## config.mk

```make
export PLATFORM = sky130hd
export DESIGN_NAME = ifetch_sram_bridge
export DESIGN_NICKNAME = d
export VERILOG_FILES = /design/src/rtl/ifetch_sram_bridge.sv
export SDC_FILE = /design/constraint.sdc
export NUM_CORES = 1
export LEC_CHECK = 0
export BUFFER_PORTS_ARGS = -buffer_cell sky130_fd_sc_hd__buf_4
export CAP_MARGIN = 20
export CORE_MARGIN = 5
export CORE_UTILIZATION = 50
export CTS_BUF_LIST = sky130_fd_sc_hd__clkbuf_16
export DETAILED_ROUTE_END_ITERATION = 16
export PLACE_DENSITY = 0.83
export SETUP_SLACK_MARGIN = 0.15
export SLEW_MARGIN = 20
export SYNTH_ARGS = -nofsm -noshare
export SYNTH_HDL_FRONTEND = slang
export SYNTH_SLANG_ARGS = --single-unit
```

## constraint.sdc

```tcl
create_clock -name clk -period 5.82 [get_ports clk]
set_input_delay 0.873 -clock clk [delete_from_list [all_inputs] [get_ports clk]]
set_output_delay 0.873 -clock clk [all_outputs]
set_load 0.01 [all_outputs]
```

## src/rtl/ifetch_sram_bridge.sv

```systemverilog
// ifetch_sram_bridge: instruction-fetch slave serving pc->ir requests from a
// single-port synchronous SRAM with one cycle of read latency.
//  - Fully pipelined: a request may be accepted every cycle while the
//    response buffer plus the read in flight leave room (occ < DEPTH).
//  - Responses return strictly in request order. Returning SRAM data
//    bypasses the buffer only when the buffer is empty.
//  - The request side never looks at rsp_rdy combinationally.
// Optional feature: define IFETCH_BRIDGE_FLUSH_EN to add a 'flush' input
// that discards buffered responses and the read in flight (branch redirect).
module ifetch_sram_bridge #(
   parameter int AW      = 32,
   parameter int DW      = 32,
   parameter int SRAM_AW = 15,
   parameter int DEPTH   = 2
) (
   input  logic               clk,
   input  logic               rst,
`ifdef IFETCH_BRIDGE_FLUSH_EN
   input  logic               flush,
`endif
   input  logic               req_vld,
   output logic               req_rdy,
   input  logic [AW-1:0]      req_pc,
   output logic               rsp_vld,
   input  logic               rsp_rdy,
   output logic [DW-1:0]      rsp_ir,
   output logic [SRAM_AW-1:0] sram_addr,
   output logic               sram_wen,
   output logic [DW-1:0]      sram_wdata,
   input  logic [DW-1:0]      sram_rdata
);

   localparam int OFF = $clog2(DW / 8);
   localparam int CW  = $clog2(DEPTH + 1);
   localparam int PW  = (DEPTH > 1) ? $clog2(DEPTH) : 1;

   // Parameter legality, caught at elaboration.
   if (DW < 8 || (DW & (DW - 1)) != 0) begin : g_bad_dw
      $error("ifetch_sram_bridge: DW must be a power of two, 8 or more");
   end
   if (SRAM_AW + OFF > AW) begin : g_bad_aw
      $error("ifetch_sram_bridge: SRAM_AW + OFF must not exceed AW");
   end
   if (DEPTH < 1) begin : g_bad_depth
      $error("ifetch_sram_bridge: DEPTH must be 1 or more");
   end

   // Advance a buffer pointer, wrapping modulo DEPTH (DEPTH need not be 2^n).
   function automatic logic [PW-1:0] ptr_inc(input logic [PW-1:0] p);
      logic [PW-1:0] r;
      if (p == PW'(DEPTH - 1)) begin
         r = {PW{1'b0}};
      end else begin
         r = p + PW'(1);
      end
      return r;
   endfunction

   // State
   logic              inflight_q, inflight_d;
   logic [CW-1:0]     count_q,    count_d;
   logic [PW-1:0]     rd_ptr_q,   rd_ptr_d;
   logic [PW-1:0]     wr_ptr_q,   wr_ptr_d;
   logic [DW-1:0]     mem_q [DEPTH];
   logic [DW-1:0]     mem_d [DEPTH];

   // Internal
   logic              flush_s;
   logic [CW:0]       occ_s;
   logic              fire_s;
   logic              push_s;
   logic              pop_s;
   logic              buf_empty_s;
   logic              pc_unused_s;

`ifdef IFETCH_BRIDGE_FLUSH_EN
   assign flush_s = flush;
`else
   assign flush_s = 1'b0;
`endif

   // Low byte-offset bits and bits above the SRAM window are dropped on purpose
   // (truncation of misaligned pc, aliasing above the SRAM size).
   assign pc_unused_s = ^req_pc;

   // The SRAM is read-only from this port.
   assign sram_wen   = 1'b0;
   assign sram_wdata = {DW{1'b0}};

   // Word address straight from the pc, every cycle.
   assign sram_addr = req_pc[SRAM_AW+OFF-1:OFF];

   // Occupancy, request acceptance and response muxing.
   always_comb begin
      occ_s       = {1'b0, count_q} + (CW + 1)'(inflight_q);
      buf_empty_s = (count_q == {CW{1'b0}});

      // Acceptance depends on registered state only, never on rsp_rdy.
      if (rst || flush_s) begin
         req_rdy = 1'b0;
      end else begin
         req_rdy = (occ_s < (CW + 1)'(DEPTH));
      end
      fire_s = req_vld & req_rdy;

      // Head of the buffer has priority; bypass only when the buffer is empty
      // so that ordering is preserved.
      if (rst || flush_s) begin
         rsp_vld = 1'b0;
         rsp_ir  = {DW{1'b0}};
      end else if (!buf_empty_s) begin
         rsp_vld = 1'b1;
         rsp_ir  = mem_q[rd_ptr_q];
      end else if (inflight_q) begin
         rsp_vld = 1'b1;
         rsp_ir  = sram_rdata;
      end else begin
         rsp_vld = 1'b0;
         rsp_ir  = {DW{1'b0}};
      end

      // Returning data is buffered unless the bypass consumes it this cycle.
      if (rst || flush_s) begin
         push_s = 1'b0;
         pop_s  = 1'b0;
      end else begin
         push_s = inflight_q & ~(buf_empty_s & rsp_rdy);
         pop_s  = ~buf_empty_s & rsp_rdy;
      end
   end

   // Next-state for inflight flag, count, pointers and buffer storage.
   always_comb begin
      inflight_d = fire_s;
      count_d    = count_q;
      rd_ptr_d   = rd_ptr_q;
      wr_ptr_d   = wr_ptr_q;
      mem_d      = mem_q;

      if (flush_s) begin
         inflight_d = 1'b0;
         count_d    = {CW{1'b0}};
         rd_ptr_d   = {PW{1'b0}};
         wr_ptr_d   = {PW{1'b0}};
      end else begin
         if (push_s) begin
            mem_d[wr_ptr_q] = sram_rdata;
            wr_ptr_d        = ptr_inc(wr_ptr_q);
         end else begin
            wr_ptr_d = wr_ptr_q;
         end

         if (pop_s) begin
            rd_ptr_d = ptr_inc(rd_ptr_q);
         end else begin
            rd_ptr_d = rd_ptr_q;
         end

         case ({push_s, pop_s})
            2'b10:   count_d = count_q + CW'(1);
            2'b01:   count_d = count_q - CW'(1);
            default: count_d = count_q;
         endcase
      end
   end

   // Control state register with synchronous reset discarding all traffic.
   always_ff @(posedge clk) begin
      if (rst) begin
         inflight_q <= 1'b0;
         count_q    <= {CW{1'b0}};
         rd_ptr_q   <= {PW{1'b0}};
         wr_ptr_q   <= {PW{1'b0}};
      end else begin
         inflight_q <= inflight_d;
         count_q    <= count_d;
         rd_ptr_q   <= rd_ptr_d;
         wr_ptr_q   <= wr_ptr_d;
      end
   end

   // Buffer storage; contents are meaningless while count is zero, so no reset.
   always_ff @(posedge clk) begin
      for (int i = 0; i < DEPTH; i++) begin
         mem_q[i] <= mem_d[i];
      end
   end

endmodule

```

==> reports/results.txt, run 1 <==
Max-cap violations: 0
Pre-antenna DRT Iters: 4
Sink Count: 69
YS warnings: 0
# hold bufs at CTS: 0
Reg-to-reg slack, setup: 3420 ps
Seq pwr share: 47.5%
Layout cells sized above 1: 39.2%
Min cycle time layout: 3100 ps
Slew at the pin closest to its max-slew limit: 1070 ps
# DRC: 0
Synth async-reset ratio: 0%
WL/cell: 15.4 µm
Comb power frac: 9.7%
RSZ-0062 raised after global routing: no
Hpwl dp: 3920 µm
Crit path capture type: output pin
Pin count of the biggest net entering global routing: 34
Power per cell area: 293 mW/mm²
Clock Latency Late Sink: 320 ps
P_leak: 1.47 nW
# setup viols final: 0
# Post-CTS Setup Buffers: 0
Count of final max-slew check failures: 0
Clk network pwr share: 42.8%
Worst r2r src: count_q[0]$_SDFFE_PP0P_
GPL Wtd Cong: 0.667
Core ar.: 0.00679 mm²
Via count: 1866
Relative slew slack: 28.5%
Initial Util: 51.1%
Worst Reg2Reg Path Length in Cells: 8
Post-DP Area: 0.00377 mm²
# port buffers: 69
Largest area contributor in the netlist: edfxtp_1
CTS tree: yes
Post-synth top cells: 64 x edfxtp_1, 52 x buf_4, 33 x mux2i_1
Clock Path Buffers: 2
Diodes inserted: 0
Resize count post-CTS: 0
Ranking of synthesized cells by area: edfxtp_1 55%, buf_4 11%, mux2i_1 9.5%
Routed vias/inst: 4.82
Fin worst setup slack: 2720 ps
CP Class: in2out
Layout Nets: 355
Clk pin slew, worst setup/hold paths: 50 ps
Clk root buf: clkbuf_16
P&R area growth vs syn: 16.8%
Final period util: 53.2%
Top-area cell type share of the netlist area: 55.3%
Crit path DAT: 2230 ps
Worst-case clock skew: 5.60 ps
Initial DRC Count: 79
Die area: 0.00871 mm²
FF-to-FF End: count_q[1]$_SDFFE_PP0P_
Cell with the most instances after synthesis: edfxtp_1
Worst hold-check path type: reg2reg
GRT overflow: 0
Cells after synthesis: 233
Number of global-route vias before repair: 1924
Gr usage total: 14.3%
CP Capture Point: rsp_ir[26]
Die extent in x: 93.3 µm
Startpoint types: input pin
VDD IR max: 0.180 mV
Pre-CTS setup slack: 2700 ps
Max Freq: 323 MHz
Synth Register Bits: 69
Post-route ant nets: 0
Total CTS buffers: 9
Mapped cell area: 0.00347 mm²
Setup TNS: 0 ps
CP startpoint: rst
Rows: 30
Post-synth EDFFs: 64
FILL cells: 531
Sw frac: 21.5%
Primary FF master, synth: edfxtp_1
NetSw: 0.256 mW
Post-synth cell types: 29
CTS H-tree depth: 3
Global-route wire length before repair: 9590 µm
Synth Area per Inst: 14.9 µm²
Initial antenna violation count: 0
Routed wire length: 5960 µm
Die H: 93.3 µm
Worst EP required: 4950 ps
Seq/Total Area, Yosys: 58.2%
Hold Vio Cnt, Final: 0
Internal power: 0.932 mW
Status: finished, final reports clean
Cells on Worst Hold Path: 1
Final Cell Area: 0.00406 mm²
CP max FO: 20
I/O Pins: 150
==> state kept, by name, indices dropped and copies added, names as in the netlist <==
signal	cells
count_q	2
rd_ptr_q	1
mem_q	64
inflight_q	1
wr_ptr_q	1
==> area by class of cell <==
| class | instances | area (µm²) | share of cell area [%] |
|---|---|---|---|
| multi-input combinational | 133 | 1090 | 26.9 |
| timing repair buffer | 71 | 533 | 13.1 |
| clock inverter | 7 | 57.6 | 1.42 |
| inverter | 2 | 7.51 | 0.185 |
| clock buffer | 9 | 225 | 5.55 |
| tap | 96 | 120 | 2.96 |
| sequential | 69 | 2020 | 49.9 |
==> cells by family (layout without fill, tap and decap cells) <==
family,after synthesis,after routing,share of synthesized area [%]
AOI/OAI and AO/OA,31,31,10.8
DFF,69,69,58.2
xor gates and xnor gates,3,3,0.757
adders and majority gates,1,1,0.360
buffers and inverters,63,89,14.3
muxes,39,39,11.5
other,1,33,0.108
and+or+nand+nor,26,26,4.00
==> how the worst min path moves through the flow <==
stage,endpoint,start
floorplan,wr_ptr_q$_SDFFE_PP0N_,wr_ptr_q$_SDFFE_PP0N_
detailed placement,wr_ptr_q$_SDFFE_PP0N_,wr_ptr_q$_SDFFE_PP0N_
global placement,wr_ptr_q$_SDFFE_PP0N_,wr_ptr_q$_SDFFE_PP0N_
finish,wr_ptr_q$_SDFFE_PP0N_,wr_ptr_q$_SDFFE_PP0N_
global route,wr_ptr_q$_SDFFE_PP0N_,wr_ptr_q$_SDFFE_PP0N_
CTS,wr_ptr_q$_SDFFE_PP0N_,wr_ptr_q$_SDFFE_PP0N_
==> metrics by stage <==
stage | util, % | power, mW | cells | hold slack, ps
after global routing | 59.7 | 1.23 | 387 | 562
final | 59.7 | 1.19 | 387 | 520
after CTS | 59.7 | 1.20 | 387 | 520
after global placement | 55.6 | 0.687 | 371 | 489
after floorplan | - | 0.667 | 265 | 450
after detailed placement | 55.6 | 0.691 | 371 | 510
==> worst max-delay path: stages <==
cell       delay (ps)
buf_4             160
nand2b_4          170
nor3_4            300
buf_4             400
o2bb2ai_2         150
buf_4             140
==> layout by cell type (no fill, tap or decap) <==
cell,instances
buf_4,71
edfxtp_1,64
mux2i_1,33
conb_1,33
o2bb2ai_2,19
nor2_1,10
clkbuf_16,9
o2bb2ai_1,7
nand2_1,6
mux2_2,6
dfxtp_1,4
nor2_4,3
inv_1,3
clkinv_1,3
xor2_1,2
o21ai_0,2
nand2b_4,1
a21o_1,1
or2_1,1
nor3_4,1
a211oi_1,1
nor3_1,1
and2_1,1
xnor2_1,1
or3_1,1
a21oi_1,1
nand2b_1,1
ha_1,1
clkinvlp_4,1
clkinv_2,1
bufinv_16,1
dfxtp_2,1
==> power by group through the flow <==
stage / Sequential (mW) / Clock, mW / Combinational, mW
4_1_cts: 0.564 / 0.518 / 0.117
3_5_place_dp: 0.574 / 0 / 0.117
3_3_place_gp: 0.574 / 0 / 0.114
6_report: 0.564 / 0.509 / 0.115
5_1_grt: 0.565 / 0.543 / 0.126
2_1_floorplan: 0.564 / 0 / 0.103
==> per-layer routing <==
metal  track usage, %  routed length (µm)
met4             5.37                  58
met5                0                   0
met3             4.67                 433
met2             24.2                3040
met1             16.9                2420
Note: power is estimated with default switching activity, not from simulation.
==> inputs of run 2 (changes only) <==
Settings changed: CORE_UTILIZATION 50 to 48, PLACE_DENSITY 0.83 to 0.81.
Clock period 5.82 ns to 2.9 ns, I/O delays scaled along.
==> run 2 against run 1 <==
  * Sequential power rose by 99%
  * Global-route usage fell by 0.52 points
  * Design area rose by 0.89%
  * Sequential share of layout area fell by 0.44 points
  * Combinational power rose by 120%
  * Routed wire length rose by 2.1%
  * Count of clock-buffer cells in the layout did not move
  * Final cell count rose by 2.1%
  * Worst hold slack got worse by 220 ps
  * Total power rose by 92%
  * Die area rose by 3.7%
  * Clock power rose by 79%
  * Largest power group unchanged
  * Highest routed layer unchanged
==> reports/results.txt, run 2 (synthesis results as in run 1) <==
Count of final max-slew check failures: 0 (unchanged)
Biggest regs: mem_q x64, count_q x2
# DRC: 0 (unchanged)
Setup TNS: 0 ps (unchanged)
Hpwl dp: 4230 µm (+8.0%)
Die area: 0.00904 mm² (+3.7%)
# setup viols final: 0 (unchanged)
Largest register FFs: 64 (unchanged)
Clock Latency Late Sink: 320 ps (about the same)
Worst Reg2Reg Path Length in Cells: 6 (-2)
Initial antenna violation count: 0 (unchanged)
WL/cell: 15.4 µm (about the same)
Crit path DAT: 2050 ps (-180 ps)
Clock Path Buffers: 2 (unchanged)
I/O Pins: 150 (unchanged)
Rows: 31 (+3.3%)
GPL Wtd Cong: 0.714 (+7.1%)
Min cycle time layout: 2490 ps
Die H: 95.1 µm (+1.8%)
Max layer used: met4
Pin count of the biggest net entering global routing: 25 (-26%)
Status: finished, final reports clean
Max Freq: 402 MHz
Power per cell area: 557 mW/mm² (+90%)
Initial DRC Count: 56 (-29%)
M1 wire length: 2450 µm (+1.2%)
Clk pin slew, worst setup/hold paths: 50 ps (about the same)
Core ar.: 0.00714 mm² (+5.0%)
Most frequent cells in the layout: 74 x buf_4, 64 x edfxtp_1, 33 x mux2i_1, 33 x conb_1, 19 x o2bb2ai_2
CTS H-tree depth: 3 (unchanged)
CTS tree: yes
Sink Count: 69 (unchanged)
P_leak: 1.50 nW (+2.3%)
Crit path capture type: output pin
Reg-to-reg slack, setup: 750 ps (-2670 ps)
Clk root buf: clkbuf_16
Via count: 1887 (+1.1%)
Hold Vio Cnt, Final: 0 (unchanged)
Post-route ant nets: 0 (unchanged)
Number of global-route vias before repair: 1879 (-2.3%)
CP Class: reg2out
P&R area growth vs syn: 17.9%
Gr usage total: 13.8% (-0.52 points)
Final total power: 2.28 mW (+92%)
Routed vias/inst: 4.78 (-0.92%)
Initial Util: 48.7% (-2.5 points)
# hold bufs at CTS: 0 (unchanged)
Worst-case clock skew: 9.44 ps (+3.84 ps)
Met3 WL post-DR: 325 µm (-25%)
Pre-antenna DRT Iters: 4 (unchanged)
# port buffers: 69 (unchanged)
Routed wl met2: 3240 µm (+6.6%)
CP Capture Point: rsp_ir[26]
Layout Nets: 360 (+1.4%)
Min-delay src: sram_rdata[31]
Worst r2r src: count_q[0]$_SDFFE_PP0P_
Global-route wire length before repair: 9350 µm (-2.5%)
Final period util: 85.9%
Total CTS buffers: 9 (unchanged)
Worst EP required: 2470 ps (-2480 ps)
Layout cells sized above 1: 39.9% (+0.69 points)
Diodes inserted: 0 (unchanged)
Reg with most FFs: mem_q
CP max FO: 14 (-30%)
Startpoint types: register
Worst hold-check path type: in2reg
RSZ-0062 raised after global routing: no
GRT overflow: 0 (unchanged)
Routed wire length: 6080 µm (+2.1%)
VDD IR max: 0.417 mV (+130%)
CP startpoint: count_q[0]$_SDFFE_PP0P_
Max-cap violations: 0 (unchanged)
FF-to-FF End: count_q[1]$_SDFFE_PP0P_
Die extent in x: 95.1 µm (+1.8%)
Commonest non-fill, non-tap cell in the layout: buf_4
## run 2: routing by layer
| layer | vias to the layer above | track usage [%] |
|---|---|---|
| met3 | 6 | 4.50 |
| met2 | 63 | 22.7 |
| met5 | - | 0 |
| met1 | 918 | 16.6 |
| li1 | 900 | - |
| met4 | 0 | 6.01 |
## run 2: per-stage QoR
| step | utilization, % | instances | area, µm² | setup slack [ps] | hold WS (ps) |
|---|---|---|---|---|---|
| after CTS | 57.4 | 395 | 4090 | 189 | 297 |
| after detailed placement | 53.8 | 379 | 3840 | 534 | 505 |
| final | 57.4 | 395 | 4090 | 410 | 305 |
| after floorplan | - | 265 | 3590 | 347 | 450 |
| after global placement | 53.8 | 379 | 3840 | 606 | 492 |
| after global routing | 57.4 | 395 | 4090 | 323 | 294 |
## run 2: layout make-up
cell class / count / area [µm²]
Fill cell: 613 / 3040
Sequential cell: 69 / 2020
Multi-Input combinational cell: 133 / 1090
Timing Repair Buffer: 76 / 596
Clock buffer: 9 / 225
Tap cell: 99 / 124
Clock inverter: 7 / 27.5
Inverter: 2 / 7.51
## run 2: worst min-delay path by stage
stage / slack (ps) / to / cells past startpoint
after floorplan: 450 / wr_ptr_q$_SDFFE_PP0N_ / 1
after global placement: 490 / wr_ptr_q$_SDFFE_PP0N_ / 1
after detailed placement: 500 / wr_ptr_q$_SDFFE_PP0N_ / 1
after CTS: 300 / mem_q[31]$_DFFE_PP_ / 1
after global routing: 290 / mem_q[46]$_DFFE_PP_ / 1
final: 300 / mem_q[31]$_DFFE_PP_ / 1
## run 2: where the power goes
| group | internal (mW) | switching, mW |
|---|---|---|
| combinational | 0.117 | 0.134 |
| sequential | 1.11 | 0.0115 |
| clock | 0.556 | 0.354 |
## run 2: timing repair
action                                  CTS  global route
endpoints found under the setup margin    0            14
gates resized for setup                   0             1
setup buffers                             0             0
## run 2: worst max-delay path, cell delays in order, from the launching register on
cell	delay (ps)
dfxtp_1	560
nor2_4	130
or2_2	460
buf_4	280
o2bb2ai_2	160
buf_4	140
==> inputs of run 3 (changes only) <==
--- a/config.mk
+++ b/config.mk
@@ -10,6 +10,6 @@
 export CORE_MARGIN = 5
-export CORE_UTILIZATION = 48
+export CORE_UTILIZATION = 50
 export CTS_BUF_LIST = sky130_fd_sc_hd__clkbuf_16
 export DETAILED_ROUTE_END_ITERATION = 16
-export PLACE_DENSITY = 0.81
+export PLACE_DENSITY = 0.83
 export SETUP_SLACK_MARGIN = 0.15
==> constraint.sdc (replaced) <==
create_clock -name clk -period 3.04 [get_ports clk]
set_input_delay 0.608 -clock clk [delete_from_list [all_inputs] [get_ports clk]]
set_output_delay 0.608 -clock clk [all_outputs]
set_load 0.01 [all_outputs]
==> run 3 against run 2 <==
  * Total power up 0.29%
  * Via count grew 0.42%
  * Critical path depth unchanged
  * Combinational power down 6%
  * Sequential cell count stayed put
  * Worst setup slack better by 190 ps
  * Final cell count shrank 0.51%
  * Count of clock-buffer cells in the layout unchanged
  * Global-route usage is 1.1 points higher
  * Critical endpoint is now rsp_ir[30]
==> reports/results.txt, run 3 (synthesis results as in run 1) <==
CTS tree: yes
Max-cap violations: 0 (unchanged)
Diodes inserted: 0 (unchanged)
Sink Count: 69 (unchanged)
Number of global-route vias before repair: 1951 (+3.8%)
Worst-case clock skew: 5.67 ps (-3.77 ps)
Crit path capture type: output pin
Power per cell area: 555 mW/mm² (-0.38%)
Startpoint types: register
Setup TNS: 0 ps (unchanged)
Clk root buf: clkbuf_16
CTS H-tree depth: 3 (unchanged)
Rows: 30 (-3.2%)
Initial antenna violation count: 0 (unchanged)
Worst EP required: 2430 ps (-40 ps)
Die area: 0.00871 mm² (-3.6%)
Commonest non-fill, non-tap cell in the layout: buf_4
Resize count post-CTS: 0 (unchanged)
Gr usage total: 14.9% (+1.1 points)
Critical-path cell list: nand2b_4, nor3_4, buf_12, o2bb2ai_2, buf_4
Layout Nets: 362 (+0.56%)
Biggest regs: mem_q x64, count_q x2
Die H: 93.3 µm (-1.8%)
Total CTS buffers: 9 (unchanged)
Initial Util: 51.1% (+2.5 points)
# Post-CTS Setup Buffers: 0 (unchanged)
Via count: 1895 (+0.42%)
Clk pin slew, worst setup/hold paths: 50 ps (about the same)
Reg with most FFs: mem_q
Hold Vio Cnt, Final: 0 (unchanged)
# DRC: 0 (unchanged)
I/O Pins: 150 (unchanged)
Status: finished, final reports clean
Largest register FFs: 64 (unchanged)
Pre-CTS setup slack: 615 ps (+81.4 ps)
Clock Latency Late Sink: 320 ps (about the same)
Count of final max-slew check failures: 0 (unchanged)
GRT overflow: 0 (unchanged)
RSZ-0062 raised after global routing: no
Max Freq: 410 MHz
Most frequent cells in the layout: 77 x buf_4, 64 x edfxtp_1, 33 x mux2i_1, 33 x conb_1, 19 x o2bb2ai_2
Global-route wire length before repair: 9930 µm (+6.2%)
Hpwl dp: 4440 µm (+4.9%)
Min cycle time layout: 2440 ps
CP Class: reg2out
# port buffers: 69 (unchanged)
Fin worst setup slack: 599 ps (+188 ps)
Hold_ws: 480 ps (+175 ps)
Routed wire length: 6280 µm (+3.3%)
CP max FO: 20 (+6)
P&R area growth vs syn: 18.7%
Crit path largest cell delay: 560 ps (about the same)
Pin count of the biggest net entering global routing: 21 (-16%)
Die extent in x: 93.3 µm (-1.8%)
Core ar.: 0.00679 mm² (-4.8%)
Layout cells sized above 1: 41.4% (+1.5 points)
P_leak: 1.51 nW (+0.65%)
# hold bufs at CTS: 0 (unchanged)
CP max-delay cell: dfxtp_1
Post-route ant nets: 0 (unchanged)
WL/cell: 16.0 µm (+3.8%)
Routed vias/inst: 4.82 (+0.94%)
Final core utilization: 60.7% (+3.3 points)
# setup viols final: 0 (unchanged)
VDD IR max: 0.298 mV (-28%)
Crit path DAT: 1830 ps (-220 ps)
GPL Wtd Cong: 0.685 (-4.1%)
Final period util: 80.3%
Clock Path Buffers: 2 (unchanged)
Non-Filler Instances: 393 (-0.51%)
Pre-antenna DRT Iters: 4 (unchanged)
Initial DRC Count: 57 (+1.8%)
Worst hold-check path type: in2reg
Placed instance count: 378 (-0.26%)
## run 3: cell types whose count changed in the layout (fill, tap and decap cells not counted)
cell | before | now
inv_1 | 6 | 3
or2_1 | 0 | 1
buf_12 | 2 | 1
clkinv_1 | 2 | 0
clkinv_2 | 1 | 3
buf_4 | 74 | 77
or2_2 | 1 | 0
bufinv_16 | 0 | 1
clkinvlp_4 | 0 | 1
## run 3: worst paths after layout
path / start / to / slack [ps] / depth (start not counted)
hold / removal: sram_rdata[0] / mem_q[0]$_DFFE_PP_ / 480 / 1
hold reg to reg: wr_ptr_q$_SDFFE_PP0N_ / wr_ptr_q$_SDFFE_PP0N_ / 540 / 1
setup reg to reg: count_q[0]$_SDFFE_PP0P_ / count_q[1]$_SDFFE_PP0P_ / 920 / 7
setup / recovery: inflight_q$_SDFF_PP0_ / rsp_ir[30] / 600 / 5
## run 3: power by group
part	internal [mW]	leakage, nW	total, mW	switching [mW]
clock network	0.622	0.142	0.978	0.356
registers	1.06	0.620	1.07	0.0159
logic	0.112	0.750	0.237	0.124
total	1.79	1.51	2.29	0.497
## run 3: routing by layer
metal | wire length [µm] | track usage (%) | vias up | part of all wire [%]
met2 | 3300 | 25.9 | 76 | 52
met5 | 0 | 0 | - | 0
met4 | 44 | 4.64 | 0 | 0.70
li1 | - | - | 898 | -
met1 | 2460 | 17.2 | 914 | 39
met3 | 481 | 4.99 | 7 | 7.7
## run 3: area by class of cell
type	count	area, µm²
repair buffers	78	598
clock buffers	9	225
clock inverters	6	56.3
fillers	524	2670
multi-input cells	133	1090
well taps	96	120
flip-flops and latches	69	2020
inverters	2	7.51
## run 3: worst max-delay path: cells and delay by family, from the launching register on
family	cells	cell delay, ps
buffers and inverters	2	380
AND/OR/NAND/NOR	2	430
AO/OA/AOI/OAI	1	130
flip-flops	1	560
## run 3: metrics by stage
| step | cell area (µm²) | power, mW |
|---|---|---|
| after floorplan | 3590 | 1.28 |
| after global placement | 3840 | 1.32 |
| after detailed placement | 3840 | 1.33 |
| after CTS | 4120 | 2.32 |
| after global routing | 4120 | 2.38 |
| final | 4120 | 2.29 |
